==> config.mk <==
export PLATFORM = sky130hd
export DESIGN_NAME = operand_fetch
export DESIGN_NICKNAME = d
export VERILOG_FILES = /design/src/rtl/operand_fetch_pkg.sv /design/src/rtl/operand_fetch_scoreboard.sv /design/src/rtl/operand_fetch.sv
export SDC_FILE = /design/constraint.sdc
export NUM_CORES = 1
export LEC_CHECK = 0
export BUFFER_PORTS_ARGS = -buffer_cell sky130_fd_sc_hd__clkbuf_2
export CORE_AREA = 2 2 217 219
export CTS_CLUSTER_DIAMETER = 60
export DETAILED_ROUTE_END_ITERATION = 16
export DIE_AREA = 0 0 219 221
export GPL_TIMING_DRIVEN = 0
export PLACE_DENSITY = 0.6
export SYNTH_ARGS = -nofsm -noshare
export SYNTH_HDL_FRONTEND = slang
export SYNTH_HIERARCHICAL = 1
export SYNTH_SLANG_ARGS = --single-unit
==> constraint.sdc <==
create_clock -name clk -period 6.5 [get_ports clk]
set_input_delay 1.625 -clock clk [delete_from_list [all_inputs] [get_ports clk]]
set_output_delay 1.625 -clock clk [all_outputs]
set_load 0.01 [all_outputs]
==> src/rtl/operand_fetch_pkg.sv <==
// Shared types for the operand fetch stage: register address, 64-bit data,
// and the issue bundle held in the slot toward execute.
package operand_fetch_pkg;

    localparam int CTL_W_DEFAULT = 32;

    typedef logic [4:0]  creg_addr_t;
    typedef logic [63:0] u64;

    typedef struct packed {
        u64                       pc;
        u64                       src1;
        u64                       src2;
        creg_addr_t               rd;
        logic                     rd_we;
        logic [CTL_W_DEFAULT-1:0] ctl;
    } issue_bundle_t;

endpackage

==> src/rtl/operand_fetch_scoreboard.sv <==
// Counting scoreboard: one saturating in-flight-writer counter per register.
// Register 0 is never counted; a same-cycle inc and dec of one register cancel.
module operand_fetch_scoreboard
    import operand_fetch_pkg::*;
#(
    parameter int NREG  = 32,
    parameter int CNT_W = 2
) (
    input  logic                        clk,
    input  logic                        reset,
    input  logic                        inc,
    input  creg_addr_t                  inc_addr,
    input  logic                        dec,
    input  creg_addr_t                  dec_addr,
    output logic [NREG-1:0][CNT_W-1:0]  count,
    output logic [NREG-1:0]             busy
);

    logic [NREG-1:0][CNT_W-1:0] cnt_q;
    logic [NREG-1:0]            up;
    logic [NREG-1:0]            dn;

    always_comb begin
        up = '0;
        dn = '0;
        for (int r = 0; r < NREG; r++) begin
            up[r] = inc && (inc_addr == creg_addr_t'(r));
            dn[r] = dec && (dec_addr == creg_addr_t'(r));
        end
    end

    always_ff @(posedge clk or negedge reset) begin
        if (!reset) begin
            cnt_q <= '0;
        end else begin
            for (int r = 1; r < NREG; r++) begin
                if (up[r] && !dn[r] && cnt_q[r] != '1)
                    cnt_q[r] <= cnt_q[r] + 1'b1;
                else if (dn[r] && !up[r] && cnt_q[r] != '0)
                    cnt_q[r] <= cnt_q[r] - 1'b1;
            end
        end
    end

    // A release against an idle counter means downstream lost track of a writer.
    always_ff @(posedge clk) begin
        if (reset)
            assert (!(dec && !(inc && inc_addr == dec_addr) && cnt_q[dec_addr] == '0));
    end

    always_comb begin
        busy = '0;
        for (int r = 0; r < NREG; r++)
            busy[r] = (cnt_q[r] != '0);
    end

    assign count = cnt_q;

endmodule

==> src/rtl/operand_fetch.sv <==
// Issue stage: regfile read, RAW/structural stall via scoreboard, wb bypass,
// one-entry issue slot. Define OPERAND_FETCH_EX_BYPASS_EN for the execute-stage bypass.
// Handshakes: a transfer happens on a cycle where valid && ready; once valid is
// raised the offering side keeps it and its payload stable until the transfer.
module operand_fetch
    import operand_fetch_pkg::*;
#(
    parameter int NREG  = 32,
    parameter int CNT_W = 2,
    parameter int CTL_W = CTL_W_DEFAULT
) (
    input  logic             clk,
    input  logic             reset,
    input  logic             in_valid,
    output logic             in_ready,
    input  logic [63:0]      in_pc,
    input  logic [4:0]       in_rs1,
    input  logic [4:0]       in_rs2,
    input  logic [4:0]       in_rd,
    input  logic             in_rd_we,
    input  logic [CTL_W-1:0] in_ctl,
    output logic [4:0]       ra1,
    output logic [4:0]       ra2,
    input  logic [63:0]      rd1,
    input  logic [63:0]      rd2,
    input  logic             wb_release,
    input  logic             wb_wen,
    input  logic [4:0]       wb_addr,
    input  logic [63:0]      wb_data,
`ifdef OPERAND_FETCH_EX_BYPASS_EN
    input  logic             ex_fwd_valid,
    input  logic [4:0]       ex_fwd_addr,
    input  logic [63:0]      ex_fwd_data,
`endif
    input  logic             flush,
    output logic             out_valid,
    input  logic             out_ready,
    output logic [63:0]      out_pc,
    output logic [63:0]      out_src1,
    output logic [63:0]      out_src2,
    output logic [4:0]       out_rd,
    output logic             out_rd_we,
    output logic [CTL_W-1:0] out_ctl
);

    logic [NREG-1:0][CNT_W-1:0] count;
    logic [NREG-1:0]            busy;
    creg_addr_t                 src_addr [2];
    u64                         src_rf   [2];
    u64                         src_val  [2];
    logic [1:0]                 src_haz;
    logic                       struct_stall;
    logic                       accept;
    logic                       inc;
    logic                       valid_q;
    issue_bundle_t              slot_q;

    assign ra1 = in_rs1;
    assign ra2 = in_rs2;
    assign src_addr[0] = in_rs1;
    assign src_addr[1] = in_rs2;
    assign src_rf[0]   = rd1;
    assign src_rf[1]   = rd2;

    // Bypass is only legal with a single writer in flight: it must be the one retiring.
    always_comb begin
        src_haz = '0;
        for (int i = 0; i < 2; i++) begin
            src_val[i] = '0;
            if (src_addr[i] != '0) begin
                if (!busy[src_addr[i]])
                    src_val[i] = src_rf[i];
                else if (count[src_addr[i]] == CNT_W'(1) && wb_release && wb_wen
                         && wb_addr == src_addr[i])
                    src_val[i] = wb_data;
`ifdef OPERAND_FETCH_EX_BYPASS_EN
                else if (count[src_addr[i]] == CNT_W'(1) && ex_fwd_valid
                         && ex_fwd_addr == src_addr[i])
                    src_val[i] = ex_fwd_data;
`endif
                else
                    src_haz[i] = 1'b1;
            end
        end
    end

    assign struct_stall = in_rd_we && (in_rd != '0) && (count[in_rd] == '1)
                          && !(wb_release && wb_addr == in_rd);

    assign in_ready = reset && !flush && (!valid_q || out_ready)
                      && (src_haz == '0) && !struct_stall;
    assign accept   = in_valid && in_ready;
    assign inc      = accept && in_rd_we && (in_rd != '0);

    operand_fetch_scoreboard #(
        .NREG  (NREG),
        .CNT_W (CNT_W)
    ) u_scoreboard (
        .clk      (clk),
        .reset    (reset),
        .inc      (inc),
        .inc_addr (in_rd),
        .dec      (wb_release),
        .dec_addr (wb_addr),
        .count    (count),
        .busy     (busy)
    );

    always_ff @(posedge clk or negedge reset) begin
        if (!reset) begin
            valid_q <= 1'b0;
            slot_q  <= '0;
        end else if (accept) begin
            valid_q      <= 1'b1;
            slot_q.pc    <= in_pc;
            slot_q.src1  <= src_val[0];
            slot_q.src2  <= src_val[1];
            slot_q.rd    <= in_rd;
            slot_q.rd_we <= in_rd_we;
            slot_q.ctl   <= in_ctl;
        end else if (flush || (out_ready && valid_q)) begin
            valid_q <= 1'b0;
        end
    end

    assign out_valid = valid_q;
    assign out_pc    = slot_q.pc;
    assign out_src1  = slot_q.src1;
    assign out_src2  = slot_q.src2;
    assign out_rd    = slot_q.rd;
    assign out_rd_we = slot_q.rd_we;
    assign out_ctl   = slot_q.ctl;

endmodule

==> key figures, run 1 <==
Status
  • Run status: completed

Worst setup path
  • Reg2Reg Depth: 14
  • Type of the worst setup path: in -> out
  • Worst Setup SP: in_rs2[2]
  • Crit Reg-Reg Endpoint: u_scoreboard/count[40]
  • Arrival time worst endpoint: 4.53 ns
  • Req. time, crit path: 4.88 ns
  • Setup crit end kind: primary output
  • R2R Setup Slk: 1.40 ns
  • CP endpoint: in_ready
  • Worst-path maximum fanout: 10
  • Setup crit start kind: input port
  • Reg-to-reg critical path startpoint: u_scoreboard/count[22]

Yosys
  • Syn. warnings: 10
  • Syn_area_per_cell: 11.5 um^2
  • Synthesized cell area: 16000 um^2
  • Area share of the largest cell type after synthesis: 45.8%
  • Area contributors post-synth: dfrtp_1 46%, mux2_1 9.3%, mux2_2 7.6%
  • #FFs+latches synth: 293
  • Post-synthesis sequential area ratio: 45.8%
  • Post-synthesis mux area share: 20.9%
  • Main synth FF type: dfrtp_1
  • Largest family of logic cells by synthesized area: multiplexers
  • Post-synth top area cell: dfrtp_1
  • Adder-cell area share of the yosys netlist: 0%
  • Mapped Cells: 1387
  • Post-synth EDFFs: 0
  • Post-synth ARST share: 100%
  • Xor/xnor share of the synthesized area: 0.820%
  • Yosys cell types: 70
  • Synth Area in Compound Gates: 17.2%
  • Post-synthesis simple-gate area fraction: 11.1%

Clocking
  • Clk Tree Root Cell: clkbuf_16
  • CTS Sinks: 293
  • Worst-skew pair later-pin latency: 0.58 ns
  • Hold_buf cts: 0
  • Bufs on Longest Clock Path: 3
  • CTS tree: done
  • Total CTS buffers: 39
  • CTS clock-pin slew for the worst setup and hold paths: 0.06 ns
  • H-tree Lvls: 2

Die
  • Die Ht: 221 um
  • Starting Density: 34.8%
  • Die X: 219 um
  • Core area: 46100 um^2
  • Die area: 48400 um^2
  • I/O pins: 558
  • # rows: 79

Cells and area
  • Nets: 2302
  • Layout Area Growth over Synthesis: 31.0%
  • Layout fillers: 4411
  • Share of layout cells above drive strength 1: 43.3%
  • Final non-filler cell area: 21000 um^2

Global route
  • Tot GR Track Use: 26.5%
  • Vias in the first global route: 14347
  • Initial antenna violation count: 23
  • Largest net degree at the start of global routing: 113
  • Global-route wire length before repair: 94800 um
  • Grt ovf: 0

Pwr
  • Clk pwr share: 35.2%
  • Pleak: 9.72 nW
  • Comb pwr share: 25.1%
  • Int Pwr: 0.00423 W
  • Power Total: 0.00623 W
  • Sw frac: 32.2%
  • Worst VDD drop: 196 uV
  • Net switching power: 0.00200 W
  • PD cells: 297 nW/um^2
  • Sequential power share: 39.7%

Detailed routing
  • 1st-iter DRT viols: 1151
  • Antenna Nets Post-Route: 0
  • Remaining DRCs: 0
  • Vias/cell: 5.56
  • Via count: 14601
  • Routed WL: 66100 um
  • Drt pass-1 iters: 5
  • Post-DR wirelength/cell: 25.2 um

Job
  • Max-cap violation count: 0

Timing
  • Final Critical Period: 6.16 ns
  • Setup TNS: 0 ns
  • Worst-margin pin slew: 1.18 ns
  • Period utilization: 94.7%
  • RSZ-0062 raised after global routing: false
  • Final Hold Viols: 0
  • Fmax: 162 MHz
  • Endpoints failing setup: 0
  • Max-slew violations: 0
  • Layout Skew: 0.0447 ns
  • Worst slew margin: 21.1%

Min path
  • Hold crit path type: reg -> reg
  • Hold path start: out_src1[1]

Placement
  • I/O Buffers: 551
  • Placed inst area: 19700 um^2
  • Final GP Congestion: 0.957
  • Hpwl dp: 51500 um
[timing repair]
| item | CTS | global route |
|---|---|---|
| setup buffers | 0 | 1 |
| setup endpoints to repair | 16 | 32 |
| pin swaps | 0 | 1 |
| resized for setup | 1 | 2 |
[placed cells by master, fill, tap and decap left out, drive strengths merged, types with 9 or more instances in the layout]
cell type,synthesis,final
a211oi,56,56
a21oi,61,61
a22o,128,128
buf,64,69
clkbuf,56,655
clkinv,0,11
dfrtp,293,293
inv,16,25
mux2,240,240
mux4,27,27
nand2,58,58
nand3,9,9
nand4,9,9
nor2,70,70
nor2b,53,53
nor3b,9,9
o211ai,43,43
o22ai,26,26
or2,33,33
xor2,10,10
[flip-flops by register name (all words and copies together), names as in the netlist]
name	flops
out_pc	64
out_src1	64
out_src2	64
u_scoreboard/count	62
out_ctl	32
out_rd	5
out_rd_we	1
out_valid	1
[per-layer routing]
metal / vias up / GRT usage [%] / share of wire [%]
li1: 6453 / - / -
met1: 7243 / 33.6 / 40
met2: 736 / 43.4 / 47
met3: 133 / 7.18 / 9.9
met4: 36 / 8.98 / 3.0
met5: - / 0 / 0.36
[worst min path at each step]
stage,end,depth (start not counted)
after floorplan,u_scoreboard/count[38],1
after global placement,out_pc[57],1
after detailed placement,out_src1[47],1
after CTS,out_src2[7],1
after global routing,out_ctl[9],1
final,out_src1[1],1
[cell type report]
class | count | area (um^2) | area share, %
clock buffer | 48 | 1060 | 5.05
antenna | 4 | 10.0 | 0.0477
timing repair buffer | 556 | 2870 | 13.7
multi-input combinational | 960 | 8020 | 38.2
tap | 607 | 759 | 3.62
clock inverter | 24 | 254 | 1.21
sequential | 293 | 7330 | 34.9
inverter | 16 | 60.1 | 0.286
buffer | 120 | 624 | 2.97
[kinds of logic (layout without fill, tap and decap cells)]
group,after synthesis,in the layout
compound gates,365,365
xor+xnor,15,15
buf+inv,136,764
flops,293,293
mux,270,270
other cells,1,7
simple gates,307,307
[worst max-delay path: stages]
cell and delay (ns):
clkbuf_1 0.56, buf_1 0.59, mux4_2 0.41, a22oi_1 0.21
o2111ai_1 0.15, o211a_1 0.17, nor3b_1 0.50, nor2_1 0.11
clkbuf_2 0.20
[power groups by stage]
stage | clock [W] | combinational [W] | sequential [W]
2_1_floorplan | 0 | 0.000548 | 0.00265
3_3_place_gp | 0 | 0.00155 | 0.00248
3_5_place_dp | 0 | 0.00157 | 0.00249
4_1_cts | 0.00224 | 0.00158 | 0.00247
5_1_grt | 0.00233 | 0.00166 | 0.00252
6_report | 0.00219 | 0.00156 | 0.00247
[stage by stage]
step	cells	hold slack [ns]	worst slack (ns)	utilization, %
3_5_place_dp	2551	0.475	-0.799	42.7
2_1_floorplan	1389	0.492	0.923	-
6_report	2628	0.482	0.342	45.6
5_1_grt	2626	0.491	0.0652	45.6
4_1_cts	2623	0.486	0.0338	45.5
3_3_place_gp	2547	0.467	-5.88	42.4
[cells in the mapped netlist, drive strengths merged, types with 3 or more instances]
cell     instances
o211ai          43
nor2            70
o311ai           3
a22o           128
dfrtp          293
nor4bb           4
buf             64
o2111ai          3
a21boi           5
nand3            9
a211oi          56
nand2           58
inv             16
mux2           240
o21bai           5
nand4            9
xnor2            5
a31oi            8
nor2b           53
o22ai           26
or3b             3
o21ai            8
nand3b           8
nor3b            9
nor4b            4
nand2b           5
a21oi           61
nand4bb          7
and4b            6
nand4b           7
and4bb           3
or2             33
and3b            4
clkbuf          56
mux4            27
mux2i            3
xor2            10
nor3             4
Note: power is estimated with default switching activity, not from simulation.
==> run 2, diff against run 1 <==
- REMOVE_ABC_BUFFERS: unset -> 1
==> run 2 against run 1 <==
  * Worst hold slack got worse by 0.0010 ns
  * Sequential cell count unchanged
  * Clock-buffer cell count increased by 7
  * Setup slack got worse by 0.026 ns
  * Utilization decreased by 0.37 points
  * Cell area decreased by 0.80%
  * Fmax decreased by 0.42%
==> key figures, run 2 (synthesis gave the netlist of run 1 again) <==
Pwr
  • Pleak: 9.57 nW (-1.6%)
  • Worst VDD drop: 277 uV (+41%)
  • PD cells: 295 nW/um^2 (-0.62%)

Timing
  • Worst-margin pin slew: 1.37 ns (+0.183 ns)
  • Worst slew margin: 8.55% (-13 points)
  • Layout Skew: 0.0315 ns (-0.0132 ns)
  • Max-slew violations: 0 (unchanged)
  • Final Critical Period: 6.18 ns (+0.0262 ns)
  • Endpoints failing setup: 0 (unchanged)
  • Period utilization: 95.1% (+0.40 points)
  • Fmax: 162 MHz (-0.42%)
  • RSZ-0062 raised after global routing: false
  • Final Hold Viols: 0 (unchanged)

Worst setup path
  • Setup crit start kind: input port
  • Type of the worst setup path: in -> reg
  • Critical path's slowest cell: nor2b_2
  • Req. time, crit path: 6.91 ns (+2.03 ns)
  • Worst-path maximum fanout: 28 (+18)
  • Setup crit end kind: flip-flop
  • CP Cell Sequence: clkbuf_2 > mux4_2 > mux4_2 > mux2_2 > nor3b_1 > nor3b_4 > buf_16 > buf_16 > nor2b_2 > or4b_1 > a211oi_2 > a21boi_1 > mux2_2
  • Arrival time worst endpoint: 6.60 ns (+2.07 ns)
  • Slowest Stage Delay on Critical Path: 0.69 ns (+0.10 ns)

Cells and area
  • Most common cell after layout, fill and taps aside: clkbuf_2
  • Final Core Density: 45.2% (-0.37 points)
  • Share of layout cells above drive strength 1: 43.6% (+0.34 points)
  • Nets: 2211 (-4.0%)
  • Most frequent cells in the layout: 556 x clkbuf_2, 293 x dfrtp_1, 132 x mux2_1, 128 x a22o_1, 108 x mux2_2
  • Final non-filler cell area: 20800 um^2 (-0.80%)
  • Layout Area Growth over Synthesis: 30.0%

Clocking
  • CTS Sinks: 293 (unchanged)
  • H-tree Lvls: 2 (unchanged)
  • Total CTS buffers: 39 (unchanged)
  • Clk Tree Root Cell: clkbuf_16
  • Hold_buf cts: 0 (unchanged)
  • CTS clock-pin slew for the worst setup and hold paths: 0.06 ns (about the same)
  • CTS tree: done
  • Bufs on Longest Clock Path: 3 (unchanged)
  • Worst-skew pair later-pin latency: 0.56 ns (-0.02 ns)

Detailed routing
  • DRT met1 WL: 23400 um (-11%)
  • Post-DR wirelength/cell: 23.3 um (-7.3%)
  • Vias/cell: 5.55 (about the same)
  • Metal3 WL: 6340 um (-2.7%)
  • Uppermost layer routed: met5
  • 1st-iter DRT viols: 1078 (-6.3%)
  • Via count: 14072 (-3.6%)
  • Drt pass-1 iters: 6 (+1)
  • Antenna Nets Post-Route: 0 (unchanged)
  • Met2 routed WL: 27100 um (-13%)
  • Routed WL: 59100 um (-11%)
  • Remaining DRCs: 0 (unchanged)

Global route
  • Vias in the first global route: 14208 (-0.97%)
  • Largest net degree at the start of global routing: 104 (-8.0%)
  • Tot GR Track Use: 23.6% (-2.8 points)
  • Global-route wire length before repair: 87600 um (-7.6%)
  • Initial antenna violation count: 19 (-17%)
  • Grt ovf: 0 (unchanged)

Placement
  • Final GP Congestion: 0.910 (-5.0%)
  • I/O Buffers: 557 (+1.1%)
  • Hpwl dp: 44400 um (-14%)
  • Placed inst area: 19500 um^2 (-0.77%)

Die
  • Core area: 46100 um^2 (unchanged)
  • Starting Density: 34.8% (unchanged)
  • Die Ht: 221 um (unchanged)
  • I/O pins: 558 (unchanged)
  • # rows: 79 (unchanged)
  • Die area: 48400 um^2 (unchanged)
  • Die X: 219 um (unchanged)

Status
  • Run status: completed

Min path
  • Hold crit path type: reg -> reg

Job
  • Max-cap violation count: 0 (unchanged)
[run 2: cell count changes in the layout (fill, tap and decap cells not counted), moves of 8 or more]
cell and change:
buf_4 -36, clkbuf_1 -53, buf_8 +8, buf_2 -24
[run 2: where the power goes]
group	switching [W]	total, W	internal, W
registers	0.000215	0.00245	0.00223
clock network	0.000843	0.00217	0.00133
logic	0.000803	0.00152	0.000719
total	0.00186	0.00614	0.00428
[run 2: final cells by class]
class                   instances  area, um^2
diodes                          6        15.0
fillers                      4335       25200
inverters                      16        60.1
multi-input cells             960        8050
repair buffers                585        3310
clock inverters                12         138
clock buffers                  55        1160
flip-flops and latches        293        7330
well taps                     607         759
[run 2: metal layers]
layer | GRT usage [%] | vias up
met3 | 7.86 | 149
met2 | 37.7 | 680
met1 | 29.5 | 6958
li1 | - | 6271
met5 | 0.505 | -
met4 | 9.11 | 14
[run 2: through the flow]
step / total power (W) / TNS (ns) / instances / setup WS (ns) / hold slack [ns]
2_1_floorplan: 0.00317 / -1967.81 / 1269 / -7.72 / 0.492
3_3_place_gp: 0.00398 / -6003.90 / 2433 / -18.98 / 0.467
3_5_place_dp: 0.00401 / -59.05 / 2460 / -1.14 / 0.474
4_1_cts: 0.00621 / 0 / 2528 / 0.422 / 0.487
5_1_grt: 0.00644 / 0 / 2532 / 0.141 / 0.492
6_report: 0.00614 / 0 / 2534 / 0.316 / 0.481
[run 2: path summary, 6_finish.rpt]
kind | startpoint | endpoint | slack (ns) | cells after the start
worst max-delay path | in_rs2[0] | u_scoreboard/count[2] | 0.32 | 13
worst min-delay path | out_src1[24] | out_src1[24] | 0.48 | 1
worst max register to register | u_scoreboard/count[14] | u_scoreboard/count[2] | 1.29 | 13
worst min register to register | out_src1[24] | out_src1[24] | 0.48 | 1
max in group asynchronous | reset | out_ctl[5] | 4.27 | 2
min in group asynchronous | reset | out_pc[40] | 1.16 | 1
[run 2: worst max-delay path, delay by kind of cell]
kind            cells  cell delay (ns)
buf+inv             3             0.93
compound gates      2             0.39
mux                 4             1.69
simple gates        4             1.90
[run 2: timing repair]
item | CTS | global route
resized for setup | 1 | 0
endpoints found under the setup margin | 62 | 0
buffers inserted | 1 | 0
==> run 3, diff against run 2 <==
- CELL_PAD_IN_SITES_DETAIL_PLACEMENT: unset -> 1
- CELL_PAD_IN_SITES_GLOBAL_PLACEMENT: unset -> 2
- CORE_AREA: 2 2 217 219 -> unset
- CORE_MARGIN: unset -> 2
- CORE_UTILIZATION: unset -> 34
- DIE_AREA: 0 0 219 221 -> unset
- PLACE_DENSITY: 0.6 -> unset
- PLACE_DENSITY_LB_ADDON: unset -> 0.08
==> run 3 against run 2 <==
  * Routed wire length grew 18%
  * Die area grew 0.96%
  * Clock power grew 3%
  * Non-clock buffer count grew 3
  * Final cell count grew 0.20%
  * Combinational power grew 4%
  * Utilization shrank 0.18 points
  * Critical path type unchanged
  * Largest cell class unchanged
==> key figures, run 3 (synthesis gave the netlist of run 1 again) <==
Worst setup path
  • Reg-to-reg critical path startpoint: u_scoreboard/count[31]
  • Setup crit end kind: flip-flop
  • CP endpoint: u_scoreboard/count[6]
  • Reg2Reg Depth: 11 (-2)
  • Slowest Stage Delay on Critical Path: 0.73 ns (+0.04 ns)
  • Worst Setup SP: in_rs2[0]
  • Type of the worst setup path: in -> reg
  • Worst-path maximum fanout: 28 (unchanged)
  • Req. time, crit path: 6.92 ns (about the same)
  • Arrival time worst endpoint: 6.66 ns (+0.06 ns)
  • Critical path's slowest cell: nor2b_2
  • Setup crit start kind: input port
  • Crit Reg-Reg Endpoint: u_scoreboard/count[6]
  • CP Cell Sequence: clkbuf_2 > mux4_2 > mux4_2 > mux2_2 > nor3b_1 > nor3b_4 > nor2b_2 > or4b_1 > a211oi_2 > a21boi_1 > mux2_2
  • R2R Setup Slk: 1.24 ns (-0.05 ns)

Global route
  • Grt ovf: 0 (unchanged)
  • Tot GR Track Use: 28.1% (+4.5 points)
  • Global-route wire length before repair: 103000 um (+18%)
  • Largest net degree at the start of global routing: 103 (-0.96%)
  • Vias in the first global route: 14643 (+3.1%)
  • Initial antenna violation count: 34 (+15)

Timing
  • Final Hold Viols: 0 (unchanged)
  • RSZ-0062 raised after global routing: false
  • Worst-margin pin slew: 1.26 ns (-0.102 ns)
  • Period utilization: 96.0% (+0.87 points)
  • Worst hold margin: 0.482 ns (+0.000414 ns)
  • Layout Skew: 0.0272 ns (-0.00435 ns)
  • Worst slew margin: 14.5% (+6.0 points)
  • Final Critical Period: 6.24 ns (+0.0566 ns)
  • Endpoints failing setup: 0 (unchanged)
  • Fmax: 160 MHz (-0.91%)
  • Max-slew violations: 0 (unchanged)

Clocking
  • CTS clock-pin slew for the worst setup and hold paths: 0.06 ns (about the same)
  • H-tree Lvls: 2 (unchanged)
  • Total CTS buffers: 40 (+2.6%)
  • CTS tree: done
  • Hold_buf cts: 0 (unchanged)
  • Post-cts resize count: 1 (unchanged)
  • Bufs on Longest Clock Path: 3 (unchanged)
  • CTS Sinks: 293 (unchanged)
  • Clk Tree Root Cell: clkbuf_16
  • Post-CTS setup buffers: 0 (-1)
  • Worst-skew pair later-pin latency: 0.56 ns (about the same)

Pwr
  • Pleak: 9.64 nW (+0.67%)
  • PD cells: 299 nW/um^2 (+1.6%)
  • Worst VDD drop: 225 uV (-19%)
  • Power Total: 0.00628 W (+2.2%)

Detailed routing
  • Post-DR wirelength/cell: 27.5 um (+18%)
  • Remaining DRCs: 0 (unchanged)
  • Via count: 14142 (+0.50%)
  • Antenna Nets Post-Route: 0 (unchanged)
  • Vias/cell: 5.57 (+0.30%)
  • Routed WL: 69900 um (+18%)
  • Drt pass-1 iters: 7 (+1)
  • 1st-iter DRT viols: 721 (-33%)

Job
  • Max-cap violation count: 0 (unchanged)

Cells and area
  • Share of layout cells above drive strength 1: 43.8% (+0.13 points)
  • Layout Area Growth over Synthesis: 30.9%
  • Nets: 2215 (+0.18%)
  • Final non-filler cell area: 21000 um^2 (+0.66%)
  • Layout fillers: 5124 (+18%)
  • Seq. cell area: 7330 um^2 (unchanged)
  • Multi-input gate area: 8050 um^2 (about the same)
  • Most frequent cells in the layout: 556 x clkbuf_2, 293 x dfrtp_1, 132 x mux2_1, 128 x a22o_1, 108 x mux2_2
  • Most common cell after layout, fill and taps aside: clkbuf_2

Die
  • Starting Density: 34.4% (-0.37 points)
  • Die X: 221 um (+0.94%)
  • Core area: 46600 um^2 (+1.1%)
  • I/O pins: 558 (unchanged)
  • Die Ht: 221 um (about the same)
  • # rows: 79 (unchanged)
  • Die area: 48900 um^2 (+0.96%)

Placement
  • Placed inst area: 19600 um^2 (+0.49%)
  • Hpwl dp: 54600 um (+23%)
  • I/O Buffers: 557 (unchanged)
  • Final GP Congestion: 0.900 (-1.0%)

Status
  • Run status: completed

Min path
  • Hold crit path type: reg -> reg
-- run 3: cell types whose count changed in the layout (fill, tap and decap cells not counted), sizes merged --
cell,previous run,this run
buf,28,30
clkbuf,612,618
clkinv,4,8
diode,6,3
inv,21,17
-- run 3: worst min-delay path by stage --
stage,depth (start not counted),from,endpoint
3_5_place_dp,1,out_src2[58],out_src2[58]
5_1_grt,1,out_src1[11],out_src1[11]
4_1_cts,1,out_src2[58],out_src2[58]
2_1_floorplan,1,u_scoreboard/count[38],u_scoreboard/count[38]
6_report,1,out_src2[20],out_src2[20]
3_3_place_gp,1,out_ctl[17],out_ctl[17]
-- run 3: cell type report --
class	instances	area share, %
clock buffers	60	5.77
clock inverters	12	0.627
repair buffers	588	16.3
inverters	16	0.287
flip-flops and latches	293	35.0
well taps	607	3.62
multi-input cells	960	38.4
diodes	3	0.0358
-- run 3: metrics by stage --
| step | utilization, % | instances | setup WS, ns | TNS [ns] |
|---|---|---|---|---|
| 6_report | 45.0 | 2539 | 0.260 | 0 |
| 5_1_grt | 45.0 | 2539 | 0.0768 | 0 |
| 4_1_cts | 45.0 | 2535 | 0.299 | 0 |
| 3_5_place_dp | 42.1 | 2463 | -0.636 | -25.89 |
| 3_3_place_gp | 40.7 | 2433 | -19.77 | -6348.88 |
| 2_1_floorplan | - | 1269 | -7.72 | -1967.81 |
-- run 3: critical path, delay by kind of cell --
family,cells,cell delay [ns]
AND/OR/NAND/NOR,4,2.32
multiplexers,4,1.69
buffers and inverters,1,0.60
AO/OA/AOI/OAI,2,0.42
-- run 3: report_power, final --
group,internal [W],switching [W]
registers,0.00223,0.000226
logic,0.000725,0.000855
clock network,0.00137,0.000871
-- run 3: metal layers --
layer	global-route usage, %	part of all wire [%]	up-vias
li1	-	-	6273
met1	34.4	41	7286
met2	47.6	48	418
met3	11.0	8.6	111
met4	4.63	1.3	54
met5	0	0.51	-
